**config.mk**
```make
export PLATFORM = sky130hd
export DESIGN_NAME = mem_arbiter_2to1
export DESIGN_NICKNAME = d
export VERILOG_FILES = /design/src/rtl/mem_arbiter_2to1.sv
export SDC_FILE = /design/constraint.sdc
export NUM_CORES = 1
export LEC_CHECK = 0
export ABC_AREA = 1
export BUFFER_PORTS_ARGS = -buffer_cell sky130_fd_sc_hd__clkbuf_2
export CAP_MARGIN = 15
export CORE_AREA = 3 3 120 122
export DETAILED_ROUTE_END_ITERATION = 7
export DIE_AREA = 0 0 123 125
export PLACE_DENSITY = 0.78
export SYNTH_ARGS = -nofsm -noshare
export SYNTH_HDL_FRONTEND = slang
export SYNTH_SLANG_ARGS = --single-unit
```
**constraint.sdc**
```tcl
create_clock -name clk_i -period 2.6 [get_ports clk_i]
set_input_delay 0.39 -clock clk_i [delete_from_list [all_inputs] [get_ports clk_i]]
set_output_delay 0.39 -clock clk_i [all_outputs]
set_load 0.05 [all_outputs]
```
**src/rtl/mem_arbiter_2to1.sv**
```systemverilog
// Two-requester round-robin arbiter in front of a single ext_mem port.
// One transaction in flight at a time: IDLE (arbitrate) -> ISSUE (req pulse) -> WAIT (response/timeout).
module mem_arbiter_2to1 #(
  parameter int TIMEOUT_CYCLES = 16,
  parameter bit RESET_PRIO     = 1'b0
) (
  input  logic        clk_i,
  input  logic        rst_i,
  input  logic        m0_req_i,
  input  logic        m0_we_i,
  input  logic [3:0]  m0_be_i,
  input  logic [31:0] m0_addr_i,
  input  logic [31:0] m0_wdata_i,
  output logic [31:0] m0_rdata_o,
  output logic        m0_ready_o,
  output logic        m0_err_o,
  input  logic        m1_req_i,
  input  logic        m1_we_i,
  input  logic [3:0]  m1_be_i,
  input  logic [31:0] m1_addr_i,
  input  logic [31:0] m1_wdata_i,
  output logic [31:0] m1_rdata_o,
  output logic        m1_ready_o,
  output logic        m1_err_o,
  output logic        mem_req_o,
  output logic        mem_we_o,
  output logic [3:0]  mem_be_o,
  output logic [31:0] mem_addr_o,
  output logic [31:0] mem_wdata_o,
  input  logic [31:0] mem_rdata_i,
  input  logic        mem_ready_i
);
  localparam int CW     = (TIMEOUT_CYCLES > 2) ? $clog2(TIMEOUT_CYCLES) : 1;
  localparam int LAST_I = (TIMEOUT_CYCLES == 0) ? 0 : TIMEOUT_CYCLES - 1;
  localparam logic [CW-1:0] LAST = LAST_I[CW-1:0];

  typedef enum logic [1:0] {S_IDLE, S_ISSUE, S_WAIT} state_t;

  state_t        r_state, w_next;
  logic          r_gnt, r_last, r_we;
  logic [3:0]    r_be;
  logic [31:0]   r_addr, r_wdata;
  logic [CW-1:0] r_cnt;

  logic        w_any, w_pick, w_done, w_tout, w_cpl;
  logic [31:0] w_rd;

  assign w_any  = m0_req_i | m1_req_i;
  // On a tie the requester that did not win last time goes first.
  assign w_pick = (m0_req_i & m1_req_i) ? ~r_last : m1_req_i;
  assign w_done = (r_state == S_WAIT) & mem_ready_i;
  assign w_tout = (TIMEOUT_CYCLES != 0) & (r_state == S_WAIT) & ~mem_ready_i & (r_cnt == LAST);
  assign w_cpl  = w_done | w_tout;
  assign w_rd   = (w_done & ~r_we) ? mem_rdata_i : 32'h0;

  always_comb begin
    w_next = r_state;
    case (r_state)
      S_IDLE:  if (w_any) w_next = S_ISSUE;
      S_ISSUE: w_next = S_WAIT;
      S_WAIT:  if (w_cpl) w_next = S_IDLE;
      default: w_next = S_IDLE;
    endcase
  end

  always_ff @(posedge clk_i or posedge rst_i) begin
    if (rst_i) begin
      r_state <= S_IDLE;
      r_gnt   <= 1'b0;
      r_last  <= ~RESET_PRIO;
      r_we    <= 1'b0;
      r_be    <= 4'h0;
      r_addr  <= 32'h0;
      r_wdata <= 32'h0;
      r_cnt   <= '0;
    end else begin
      r_state <= w_next;
      if (r_state == S_IDLE && w_any) begin
        r_gnt   <= w_pick;
        r_last  <= w_pick;
        r_we    <= w_pick ? m1_we_i    : m0_we_i;
        r_be    <= w_pick ? m1_be_i    : m0_be_i;
        r_addr  <= w_pick ? m1_addr_i  : m0_addr_i;
        r_wdata <= w_pick ? m1_wdata_i : m0_wdata_i;
      end
      if (r_state == S_ISSUE) r_cnt <= '0;
      else if (r_state == S_WAIT && !mem_ready_i) r_cnt <= r_cnt + 1'b1;
    end
  end

  assign mem_req_o   = (r_state == S_ISSUE);
  assign mem_we_o    = r_we;
  assign mem_be_o    = r_be;
  assign mem_addr_o  = r_addr;
  assign mem_wdata_o = r_wdata;

  assign m0_ready_o = w_cpl  & ~r_gnt;
  assign m0_err_o   = w_tout & ~r_gnt;
  assign m0_rdata_o = r_gnt ? 32'h0 : w_rd;
  assign m1_ready_o = w_cpl  & r_gnt;
  assign m1_err_o   = w_tout & r_gnt;
  assign m1_rdata_o = r_gnt ? w_rd : 32'h0;
endmodule

```
== Word level (Yosys, flattened, before mapping) ==
Cells that the tools add are included.

* Logic and storage cells: 48
* Output and inout bits: 138
* Bits in registers: 77
* Input port bits: 175

* Add/sub/neg operators: 1
* Reduce and logical (&&, ||, !) cells: 6
* Muxes and demuxes: 13
* Bitwise logic cells: 15
* Equal/unequal tests: 5

{| class="wikitable"
|+ Operators with widths
! cell !! count
|-
| $mux W32 || 5
|-
| $mux W4 || 3
|-
| $and A1 B1 Y1 || 9
|-
| $pmux W2 S3 || 1
|-
| $add A4 B1 Y4 const B || 1
|-
| $eq A4 B4 Y1 const B || 1
|-
| $mux W2 || 2
|-
| $ne A2 B2 Y1 const B || 2
|-
| $not A1 Y1 || 4
|-
| $eq A2 B1 Y1 const B || 1
|-
| $eq A2 B2 Y1 const B || 1
|-
| $logic_and A1 B1 Y1 || 2
|-
| $logic_not A2 Y1 || 1
|-
| $mux W1 || 2
|-
| $or A1 B1 Y1 || 2
|-
| $reduce_and A2 Y1 || 1
|-
| $reduce_bool A2 Y1 || 1
|-
| $logic_not A1 Y1 || 1
|}

== Longest topological paths before layout ==
* Depth in word-level cells: 6
* Mapped depth: 7
* Mapped depth without buffers: 6

== Worst setup path before layout ==
No wires, ideal clock.

* Path type: reg-to-output
* Start point: reg r_we, in the netlist mem_we_o
* End point: out m0_rdata_o[10]
* Cell stages (with the launch flop): 5
* Required time: 2210 ps
* Data arrival time: 2138 ps
* Buffers on the path: 1
* Setup slack: 72 ps
* Cells stage by stage: dfrtp_1 > inv_1 > nand3_2 > buf_6 > nor3_1

* Word-level cells in the longest chain between the ends: 4

{| class="wikitable"
|+ RTL lines
! what !! RTL line !! text
|-
| start: declaration || 40 || <nowiki>logic r_gnt, r_last, r_we;</nowiki>
|-
| start signal: assignment || 81 || <nowiki>r_we <= w_pick ? m1_we_i : m0_we_i;</nowiki>
|-
| $not A1 Y1 || 54 || <nowiki>assign w_rd = (w_done & ~r_we) ? mem_rdata_i : 32'h0;</nowiki>
|-
| $and A1 B1 Y1 || 54 ||
|-
| $mux W32 || 54 ||
|-
| $mux W32 || 99 || <nowiki>assign m0_rdata_o = r_gnt ? 32'h0 : w_rd;</nowiki>
|-
| end: declaration || 14 || <nowiki>output logic [31:0] m0_rdata_o,</nowiki>
|}

Every way passes these cells.

== Worst setup path in the final report ==
* Start point: reg r_state[1]
* End point: out m1_rdata_o[22]

* Word-level cells in the longest chain between the ends: 5

{| class="wikitable"
|+ RTL lines
! what !! RTL line !! text
|-
| start: declaration || 39 || <nowiki>state_t r_state, w_next;</nowiki>
|-
| start signal: assignment || 77 || <nowiki>r_state <= w_next;</nowiki>
|-
| $eq A2 B2 Y1 || 51 || <nowiki>assign w_done = (r_state == S_WAIT) & mem_ready_i;</nowiki>
|-
| $and A1 B1 Y1 || 51 ||
|-
| $and A1 B1 Y1 || 54 ||
|-
| $mux W32 || 54 ||
|-
| $mux W32 || 102 || <nowiki>assign m1_rdata_o = r_gnt ? w_rd : 32'h0;</nowiki>
|-
| end: declaration || 22 || <nowiki>output logic [31:0] m1_rdata_o,</nowiki>
|}

Every way passes these cells.

==> flow_summary_export.csv <==
group,metric,value,unit
global_route,grt_pass1_wl,24.84,mm
worst_setup_path,cp-end-kind,"primary output",
timing,timing.final.crit_share,84.72,%
worst_setup_path,crit_arrival,1.81,ns
cts,htreeDepth,3,
detailed_routing,dr.pass1.iters,4,
logic_synthesis,yosys.area.top_type,"dfrtp_1",
logic_synthesis,synth_area_leaders,"dfrtp_1, nand2_1, nand3b_1",
placed_design,gp_congestion,0.8062,
detailed_routing,drtAntennaViolNets,0,
logic_synthesis,synth_cell_type_count,22,
worst_setup_path,crit_required,2.21,ns
worst_setup_path,critical_path.cell_chain,"inv_1, nor2_2, nand3_2, buf_4, nor3_1, buf_12",
cts,cts_buffer_depth,2,
pwr,finalPower,0.008627,W
logic_synthesis,synth_top_flop_cell,"dfrtp_1",
timing,tightestPinTransition,0.7698,ns
logic_synthesis,netlist_instances,694,
floorplanning,dieArea,15380,um^2
cts,clk_pin_slew,0.07,ns
cts,clock-sinks,77,
detailed_routing,totalWireLength,16.00,mm
global_route,antenna_found_initial,0,
cts,tritoncts,"built",
worst_setup_path,worst_path_max_delay_cell,"dfrtp_1",
floorplanning,initial_core_util,36.03,%
pwr,power.density,1245,nW/um^2
global_route,first_global_vias,5164,
worst_hold_path,hp-class,"primary input to async pin",
cts,root_buffer,"clkbuf_16",
placed_design,hpwl,12.09,mm
detailed_routing,drt_iter0_drc,211,
global_route,grt_max_degree,78,
detailed_routing,drcViolationCount,0,
logic_synthesis,synth_common_cells,"nand2_1, inv_1, dfrtp_1, nand3_1, nand3b_1",
global_route,track_usage,19.98,%
worst_setup_path,critical_path.max_stage_delay,0.36,ns
global_route,grt-ovfl-total,0,
logic_synthesis,yosysTopAreaCellShare,39.70,%
floorplanning,die_h,125,um
outcome,outcome,"complete, no violations",
worst_setup_path,worstSetupPathType,"register to primary output",
timing,fin_crit,2.203,ns
timing,setup_tns,0,ns
pwr,leakage,4.200,nW
placed_design,io_buffer_count,312,
timing,clock.fmax,454.0,MHz
logic_synthesis,syn_nets,870,
cts,cts_hold_buf,0,
logic_synthesis,async_flop_share,100.0,%
cts,cts_setup_buffers,0,
detailed_routing,drt-vias-per-instance,4.602,
cts,clkLatencyLatePin,0.33,ns
pwr,ir_drop,0.7374,mV
logic_synthesis,yosysSeqAreaShare,40.25,%
timing,hold_viol_final,0,
floorplanning,row_count,42,
layout,area_delta_synth_final,44.58,%
cts,cts_buffers,9,
worst_setup_path,critPathMaxFanout,64,
timing,drv_slew,0,
timing,finClkSkew,0.009605,ns
floorplanning,fp.dieW,123,um
layout,fin_nets,1157,
logic_synthesis,synth_warnings,0,
layout,n_antenna_cell,0,
detailed_routing,routedWlPerCell,13.77,um
timing,slew_headroom,48.68,%
flow_run,maxCapViolCount,0,
floorplanning,pin_count,313,
layout,drive_gt1_share,35.50,%
timing,rsz0062_at_grt,"false",
logic_synthesis,ys_ff_latch,77,
logic_synthesis,avgSynthCellArea,6.903,um^2
cts,post_cts_resized,0,
detailed_routing,vias,5348,
logic_synthesis,synth_area,4791,um^2
timing,setup_viol_count_final,0,
logic_synthesis,synth-edff-count,0,
floorplanning,coreArea,13300,um^2
worst_setup_path,critPathLaunchType,"register",
logic_synthesis,yosysMostFrequentCell,"nand2_1",
-- worst paths after layout --
check,start,to,slack (ns),depth (start not counted)
worst max-delay path,r_state[1],m1_rdata_o[22],0.40,6
worst min-delay path,rst_i,mem_wdata_o[7],0.11,3
worst max register to register,r_state[1],mem_wdata_o[22],0.94,6
worst min register to register,mem_wdata_o[8],mem_wdata_o[8],0.48,2
max in group asynchronous,rst_i,r_last,2.12,3
min in group clk_i,m0_wdata_i[7],mem_wdata_o[7],0.35,5
-- cell type report --
cell class,instances,area [um^2]
Fill cell,1329,6369
Multi-Input combinational cell,453,2170
Sequential cell,77,1928
Timing Repair Buffer,325,1804
Inverter,115,432.9
Clock buffer,9,225.2
Tap cell,176,220.2
Clock inverter,7,146.4
-- cells in the final DEF (no fill, tap or decap) --
cell type,count
nand2_2,2
nand2_1,227
buf_12,10
clkbuf_16,9
clkinv_1,1
nor2_4,1
nand3_1,76
a21oi_1,1
buf_4,11
inv_2,1
ha_1,1
bufinv_16,4
clkinv_2,1
dfrtp_1,76
clkinv_4,2
inv_1,112
inv_6,1
o21ai_0,1
nor2_1,8
dfstp_2,1
nor2_2,2
clkbuf_2,304
nand3b_1,69
nand3_2,1
nor3_1,64
-- routing by layer --
layer	routed length, um	vias up	global-route usage, %
li1	-	2726	-
met1	6255	2402	22.89
met2	8267	197	37.38
met3	1146	23	3.297
met4	328	0	6.124
met5	0	-	0
-- registers in the layout, summed over array words and instances (netlist names) --
name	count
mem_wdata_o	32
r_cnt	4
mem_be_o	4
mem_we_o	1
r_last	1
mem_addr_o	32
r_gnt	1
r_state	2
-- critical path, delay by kind of cell (launching register included) --
family | cells | cell delay, ns
buf+inv | 3 | 0.56
simple gates | 3 | 0.56
flops | 1 | 0.36
-- through the flow --
stage          hold WS, ns  util (%)  cells  cell area, um^2  worst slack (ns)
2_1_floorplan       0.4430         -    694             4791           0.07171
3_3_place_gp        0.4601     49.30   1146             6555            0.7614
3_5_place_dp        0.4639     49.30   1146             6555            0.7445
4_1_cts             0.1412     52.10   1162             6927            0.3896
5_1_grt             0.1612     52.10   1162             6927            0.2275
6_report            0.1077     52.10   1162             6927            0.3972
-- power by group --
group | switching [W] | total [W] | internal [W]
combinational | 0.00384 | 0.00494 | 0.00110
clock | 0.000514 | 0.00156 | 0.00104
sequential | 0.000330 | 0.00213 | 0.00180
total | 0.00468 | 0.00863 | 0.00395
-- cell families after synthesis --
| kind of cell | count (synthesis) | synth area share, % |
|---|---|---|
| buf+inv | 164 | 14.52 |
| simple gates | 450 | 44.76 |
| flops | 77 | 40.25 |
| compound gates | 2 | 0.2087 |
| fa+ha+maj | 1 | 0.2611 |
Note: power is estimated with default switching activity, not from simulation.
